### src/rtl/tag_match_unit.sv
// N-way tag compare stage: registered hit vector / encoded way / victim,
// per-set tree pseudo-LRU state and saturating hit/miss counters.
module tag_match_unit #(
    parameter  int TAG_W = 9,
    parameter  int WAYS  = 2,
    parameter  int SETS  = 8,
    parameter  int CNT_W = 16,
    localparam int SET_W = $clog2(SETS),
    localparam int WAY_W = $clog2(WAYS)
) (
    input  logic                  clk,
    input  logic                  rst_n,
    input  logic                  req_valid,
    output logic                  req_ready,
    input  logic [TAG_W-1:0]      req_tag,
    input  logic [SET_W-1:0]      req_set,
    input  logic [WAYS*TAG_W-1:0] way_tags,
    input  logic [WAYS-1:0]       way_valid,
    output logic                  resp_valid,
    input  logic                  resp_ready,
    output logic                  resp_hit,
    output logic [WAYS-1:0]       resp_hit_vec,
    output logic [WAY_W-1:0]      resp_way,
    output logic                  resp_multi,
    output logic [WAY_W-1:0]      resp_victim,
    input  logic                  fill_valid,
    input  logic [SET_W-1:0]      fill_set,
    input  logic [WAY_W-1:0]      fill_way,
    input  logic                  stats_clear,
    output logic [CNT_W-1:0]      hit_count,
    output logic [CNT_W-1:0]      miss_count
);

    if (WAYS != 2 && WAYS != 4) begin : g_bad_ways
        $error("tag_match_unit: WAYS must be 2 or 4");
    end

    // PLRU state is kept as 3 bits per set; with 2 ways only bit 0 is used.
    function automatic logic [1:0] plru_victim(input logic [2:0] b);
        if (WAYS == 2) return {1'b0, b[0]};
        if (b[0]) return b[2] ? 2'd3 : 2'd2;
        return b[1] ? 2'd1 : 2'd0;
    endfunction

    function automatic logic [2:0] plru_touch(input logic [2:0] b, input logic [1:0] w);
        logic [2:0] r;
        r = b;
        if (WAYS == 2) begin
            r[0] = ~w[0];
        end else begin
            r[0] = ~w[1];
            if (w[1]) r[2] = ~w[0];
            else      r[1] = ~w[0];
        end
        return r;
    endfunction

    logic                 resp_valid_reg;
    logic                 resp_hit_reg;
    logic [WAYS-1:0]      resp_hit_vec_reg;
    logic [WAY_W-1:0]     resp_way_reg;
    logic                 resp_multi_reg;
    logic [WAY_W-1:0]     resp_victim_reg;
    logic [CNT_W-1:0]     hit_count_reg;
    logic [CNT_W-1:0]     miss_count_reg;

    logic [WAYS-1:0]      match_vec;
    logic                 match_any;
    logic                 match_multi;
    logic [WAY_W-1:0]     match_way;
    logic                 inval_found;
    logic [WAY_W-1:0]     inval_way;
    logic [WAY_W-1:0]     victim_next;
    logic                 accept;
    logic                 hit_touch;
    logic [2:0]           plru_cur [SETS];

    assign req_ready = !resp_valid_reg || resp_ready;
    assign accept    = req_valid && req_ready;

    genvar gi;
    for (gi = 0; gi < WAYS; gi++) begin : g_match
        assign match_vec[gi] = way_valid[gi] && (way_tags[gi*TAG_W +: TAG_W] == req_tag);
    end

    // Scanning from the top down leaves the lowest qualifying index.
    always_comb begin
        match_way   = '0;
        inval_found = 1'b0;
        inval_way   = '0;
        for (int i = WAYS - 1; i >= 0; i--) begin
            if (match_vec[i]) match_way = WAY_W'(i);
            if (!way_valid[i]) begin
                inval_found = 1'b1;
                inval_way   = WAY_W'(i);
            end
        end
        match_any   = |match_vec;
        match_multi = ($countones(match_vec) > 1);
        victim_next = inval_found ? inval_way : WAY_W'(plru_victim(plru_cur[req_set]));
    end

    assign hit_touch = accept && match_any;

    // A fill to the same set as an accepted hit wins and uses the old state.
    for (gi = 0; gi < SETS; gi++) begin : g_plru
        logic [2:0] bits_reg;
        always_ff @(posedge clk) begin
            if (!rst_n) begin
                bits_reg <= '0;
            end else if (fill_valid && fill_set == SET_W'(gi)) begin
                bits_reg <= plru_touch(bits_reg, 2'(fill_way));
            end else if (hit_touch && req_set == SET_W'(gi)) begin
                bits_reg <= plru_touch(bits_reg, 2'(match_way));
            end
        end
        assign plru_cur[gi] = bits_reg;
    end

    always_ff @(posedge clk) begin
        if (!rst_n) begin
            resp_valid_reg   <= 1'b0;
            resp_hit_reg     <= 1'b0;
            resp_hit_vec_reg <= '0;
            resp_way_reg     <= '0;
            resp_multi_reg   <= 1'b0;
            resp_victim_reg  <= '0;
        end else if (accept) begin
            resp_valid_reg   <= 1'b1;
            resp_hit_reg     <= match_any;
            resp_hit_vec_reg <= match_vec;
            resp_way_reg     <= match_way;
            resp_multi_reg   <= match_multi;
            resp_victim_reg  <= victim_next;
        end else if (resp_ready) begin
            resp_valid_reg   <= 1'b0;
        end
    end

    always_ff @(posedge clk) begin
        if (!rst_n) begin
            hit_count_reg  <= '0;
            miss_count_reg <= '0;
        end else if (stats_clear) begin
            hit_count_reg  <= '0;
            miss_count_reg <= '0;
        end else if (accept) begin
            if (match_any && hit_count_reg != '1)
                hit_count_reg <= hit_count_reg + 1'b1;
            if (!match_any && miss_count_reg != '1)
                miss_count_reg <= miss_count_reg + 1'b1;
        end
    end

    assign resp_valid   = resp_valid_reg;
    assign resp_hit     = resp_hit_reg;
    assign resp_hit_vec = resp_hit_vec_reg;
    assign resp_way     = resp_way_reg;
    assign resp_multi   = resp_multi_reg;
    assign resp_victim  = resp_victim_reg;
    assign hit_count    = hit_count_reg;
    assign miss_count   = miss_count_reg;

endmodule

### config.mk
export PLATFORM = sky130hd
export DESIGN_NAME = tag_match_unit
export DESIGN_NICKNAME = d
export VERILOG_FILES = /design/src/rtl/tag_match_unit.sv
export SDC_FILE = /design/constraint.sdc
export NUM_CORES = 1
export LEC_CHECK = 0
export BUFFER_PORTS_ARGS = -buffer_cell sky130_fd_sc_hd__buf_2
export CORE_MARGIN = 2
export CORE_UTILIZATION = 57
export CTS_BUF_LIST = sky130_fd_sc_hd__clkbuf_8
export CTS_CLUSTER_SIZE = 28
export DETAILED_ROUTE_END_ITERATION = 16
export PLACE_DENSITY_LB_ADDON = 0.3
export SLEW_MARGIN = 0
export SYNTH_ARGS = -nofsm -noshare
export SYNTH_HDL_FRONTEND = slang
export SYNTH_SLANG_ARGS = --single-unit
### constraint.sdc
create_clock -name clk -period 4 [get_ports clk]
set_input_delay 0.4 -clock clk [delete_from_list [all_inputs] [get_ports clk]]
set_output_delay 0.4 -clock clk [all_outputs]
set_load 0.01 [all_outputs]
======== Word-level counts from Yosys, hierarchy flattened ========
Cells that the tools add are included.
word-level totals
  output and inout bits ................... 40
  logic and storage cells ................. 110
  RAM bits ................................ 0
  memories kept ........................... 0
  ROM bits ................................ 0
  flip-flop bits (word level) ............. 47
  input port bits ......................... 42
  latch bits .............................. 0
cells by class
  bitwise gates (word level) .............. 4
  shift operators ......................... 0
  divide/modulo/power cells ............... 0
  order comparisons ....................... 2
  add/subtract/negate cells ............... 3
  equality and inequality tests ........... 18
  reductions and logical operators ........ 40
  mux-type cells .......................... 27
  multiply operators ...................... 0
operator list
  operator                 number
  $add A16 B1 Y16 const B  2
  $ne A16 B16 Y1 const B   2
  $mux W1                  26
  $eq A3 B3 Y1 const B     8
  $logic_and A1 B1 Y1      22
  $eq A9 B9 Y1             2
  $reduce_bool A2 Y1       9
  $eq A3 B2 Y1 const B     4
  $bmux W3 S3              1
  $eq A3 B1 Y1 const B     2
  $logic_not A3 Y1         2
  $ge A4 B4 Y1 const B     1
  $not A3 Y4               1
  $reduce_and A2 Y1        2
  $reduce_or A2 Y1         2
  $not A1 Y1               3
  $add A1 B1 Y2            1
  $gt A2 B1 Y1 const B     1
  $logic_not A1 Y1         2
  $logic_or A1 B1 Y1       1

======== Longest topological paths before layout ========
  depth after elaboration ................. 7
  mapped depth ............................ 8
  mapped depth without buffers ............ 7

======== Worst setup path after synthesis ========
Ideal clock, no wire load.
  path kind ............................... register to register
  from .................................... register hit_count_reg[0] (netlist: hit_count[0])
  to ...................................... register hit_count_reg[5] (netlist: hit_count[5])
  data required time ...................... 3885 ps
  stages on the path, launching flop included .. 9
  library setup time ...................... 115 ps
  arrival time ............................ 1918 ps
  path slack .............................. 1968 ps
  cell sequence ........................... dfxtp_1 ha_1 nand3_1 nor4_1 a21oi_1 o21ai_1 buf_2 nor4_1 o21a_1
on the way
  longest elaborated chain between the ends .. 3
  elaborated cells on any way between the ends .. 4
RTL lines
  item                                                     line  text
  start, declared                                          64    logic [CNT_W-1:0] hit_count_reg;
  start signal, assigned                                   149   hit_count_reg <= hit_count_reg + 1'b1;
  branches (longest 3 deep; another with $add A16 B1 Y16)  -
Several ways; the timed one is not identified.
A chain may end at the register's enable or synchronous reset.

======== Final worst setup path ========
  from .................................... register hit_count_reg[0] (netlist: hit_count[0])
  to ...................................... register hit_count_reg[10] (netlist: hit_count[10])
Same word-level chain as after synthesis.

==> metrics.cfg <==
[status]
status = finished clean

[synthesis]
yosysSeqAreaShare_pct = 35.0
ys_warn_count = 0
ys_top_cells_by_area = dfxtp_1, nand2_1, xnor2_1
synth_top_area_share_pct = 35.0
ys_types = 43
syn_area_per_cell_um2 = 7.90
async_flop_share_pct = 0
netlist_instances = 340
synth_fp_nets = 384
yosys.area.top_type = dfxtp_1
synth_edf_count = 0
ys.flop_type = dfxtp_1
ys_ff_latch = 47
synth_area_um2 = 2690

[grt]
grt_max_degree = 23
antenna_found_initial = 0
grt_pass1_wl_mm = 11.5
grt.total_usage_pct = 26.7
grt_pass1_vias = 2581
grt-ovfl-total = 0

[floorplan]
die_h_um = 72.7
core_um2 = 4440
die_area_um2 = 5280
initial_core_util_pct = 60.4
dieWidth_um = 72.7
fp-row-count = 24
io_pins = 82

[sta]
post-route-period-util_pct = 64.3
slew_viol_final = 0
finalHoldViolCount = 0
slew_headroom_pct = 38.1
finalSetupViolCount = 0
tns_ns = 0
worst_pin_slew_ns = 0.922
timing.final.crit_period_ns = 2.57
rsz0062_at_grt = false
fin_worst_skew_ns = 0.0118
fmax_ghz = 0.389
fin_ws_ns = 1.43

[detailed_routing]
dr.pass1.iters = 5
ant_nets = 0
drtIter0Drc = 208
wl_per_cell_um = 14.2
drc_errors = 0
via_per_inst = 5.94
wl_mm = 6.61
vias = 2773

[critical_path]
critPathArrivalTime_ns = 2.80
cpMostUsedCell = a21oi_1
reg2reg_depth = 7
slowest_stage = nor4_1
crit_path_max_incr_delay_ns = 0.53
start_kind = register
r2r-end = hit_count[10]
regToRegStartpoint = hit_count[0]
cp.required_ns = 4.22
crit_buf_inv = 0
cp_cell_sequence = ha_1, nand3_1, nor4_1, a21oi_1, o21ai_1, o21ai_0, a21oi_1
path_class = reg -> reg
reg2reg_slack_ns = 1.43
cp_top_family = compound AO/OA/AOI/OAI gates
endpoint_kind = register
cp_max_fo = 15
critPathLaunch = hit_count[0]

[clocking]
clk_latency_ns = 0.30
post_cts.repair.setup_buffers = 0
h-tree-depth = 2
cts_tree = built
root_buffer = clkbuf_8
cts_hold_buf = 0
post_cts_resize_count = 0
clk_pin_slew_ns = 0.09
clockBufferDepth = 2
clock_sinks = 47
cts_buffers = 5

[pwr]
p_sw_share_pct = 26.0
pwr-share-seq_pct = 55.2
comb_power_share_pct = 11.6
intPower_uw = 637
powerDensity_nw_per_um2 = 270
p_clk_share_pct = 33.2
cellLeakagePower_nw = 1.27
vdd_drop_max_mv = 0.174
switching_power_uw = 224

[placed_design]
port_buffers = 81
pre_cts_slack_ns = 1.29
placed_area_um2 = 3100
place_congestion = 0.860
hpwl_mm = 4.94

[layout]
layout-drive-gt1-share_pct = 23.6
final_common_cell = buf_2
final_cell_mix = buf_2, dfxtp_1, nand2_1
nNetsFinal = 458
final_util_pct = 71.8
synthToLayoutAreaGrowth_pct = 18.8
diodes = 0
final_cell_area_um2 = 3190

[min_path]
hold_end = resp_victim
hold_depth = 3
hp-start = way_valid[0]
hp-class = in -> reg

[flow_run]
max-cap-violations = 0

-- Yosys cell counts (all sizes together), types with 2 or more instances --
cell,instances
a21boi,4
a21oi,24
a311oi,2
a31oi,5
and2,8
and3,3
and4,3
buf,3
clkbuf,13
dfxtp,47
ha,2
inv,7
mux2i,5
mux4,2
nand2,39
nand2b,9
nand3,17
nand4,17
nor2,20
nor2b,4
nor3,9
nor4,6
o211ai,8
o21a,3
o21ai,23
o31ai,4
or2,3
or3,11
or4,7
xnor2,14
xor2,10
-- power groups by stage --
| stage | Clock [mW] | Sequential [mW] | Combinational (mW) |
|---|---|---|---|
| floorplan | 0 | 0.487 | 0.0580 |
| global placement | 0 | 0.486 | 0.0963 |
| detailed placement | 0 | 0.486 | 0.0987 |
| CTS | 0.289 | 0.475 | 0.0990 |
| global route | 0.307 | 0.476 | 0.111 |
| finish | 0.286 | 0.475 | 0.0995 |
-- worst max-delay path by stage --
stage | slack [ns] | endpoint | cells past startpoint
after CTS | 1.46 | hit_count[10] | 7
final | 1.43 | hit_count[10] | 7
after global routing | 0.99 | hit_count[8] | 7
after global placement | 1.35 | hit_count[4] | 7
after detailed placement | 1.29 | hit_count[8] | 7
after floorplan | 1.97 | hit_count[5] | 8
-- through the flow --
step / power (mW) / cells / hold slack, ns
after global placement: 0.582 / 459 / 0.448
after floorplan: 0.545 / 340 / 0.443
final: 0.861 / 467 / 0.355
after detailed placement: 0.585 / 459 / 0.452
after global routing: 0.895 / 467 / 0.371
after CTS: 0.864 / 467 / 0.354
-- area by class of cell --
type	instances	area, µm²
inverters	7	26.3
fillers	377	1250
clock inverters	3	20.0
multi-input cells	270	1650
repair buffers	83	420
well taps	52	65.1
clock buffers	5	68.8
flip-flops and latches	47	941
-- per-layer routing --
layer	part of all wire (%)	up-vias	wire length [µm]	GRT usage, %
met5	0	-	0	0
met4	0.85	0	56	6.79
met3	5.0	8	329	3.73
met2	50	96	3280	44.7
met1	45	1280	2950	36.2
li1	-	1389	-	-
-- tightest hold or removal path: cells and delay by family --
family / cells / cell delay, ns
simple gates: 2 / 0.13
buf+inv: 1 / 0.09
-- logic make-up (layout without fill, tap and decap cells) --
kind of cell | count (synthesis) | in the layout | synth area share, %
XOR/XNOR | 24 | 24 | 7.82
buffers and inverters | 23 | 98 | 3.59
AO/OA/AOI/OAI | 80 | 80 | 18.1
multiplexers | 7 | 7 | 3.54
AND/OR/NAND/NOR | 157 | 157 | 31.0
flip-flops | 47 | 47 | 35.0
adder cells (fa/ha/maj) | 2 | 2 | 0.931
Note: power is estimated with default switching activity, not from simulation.
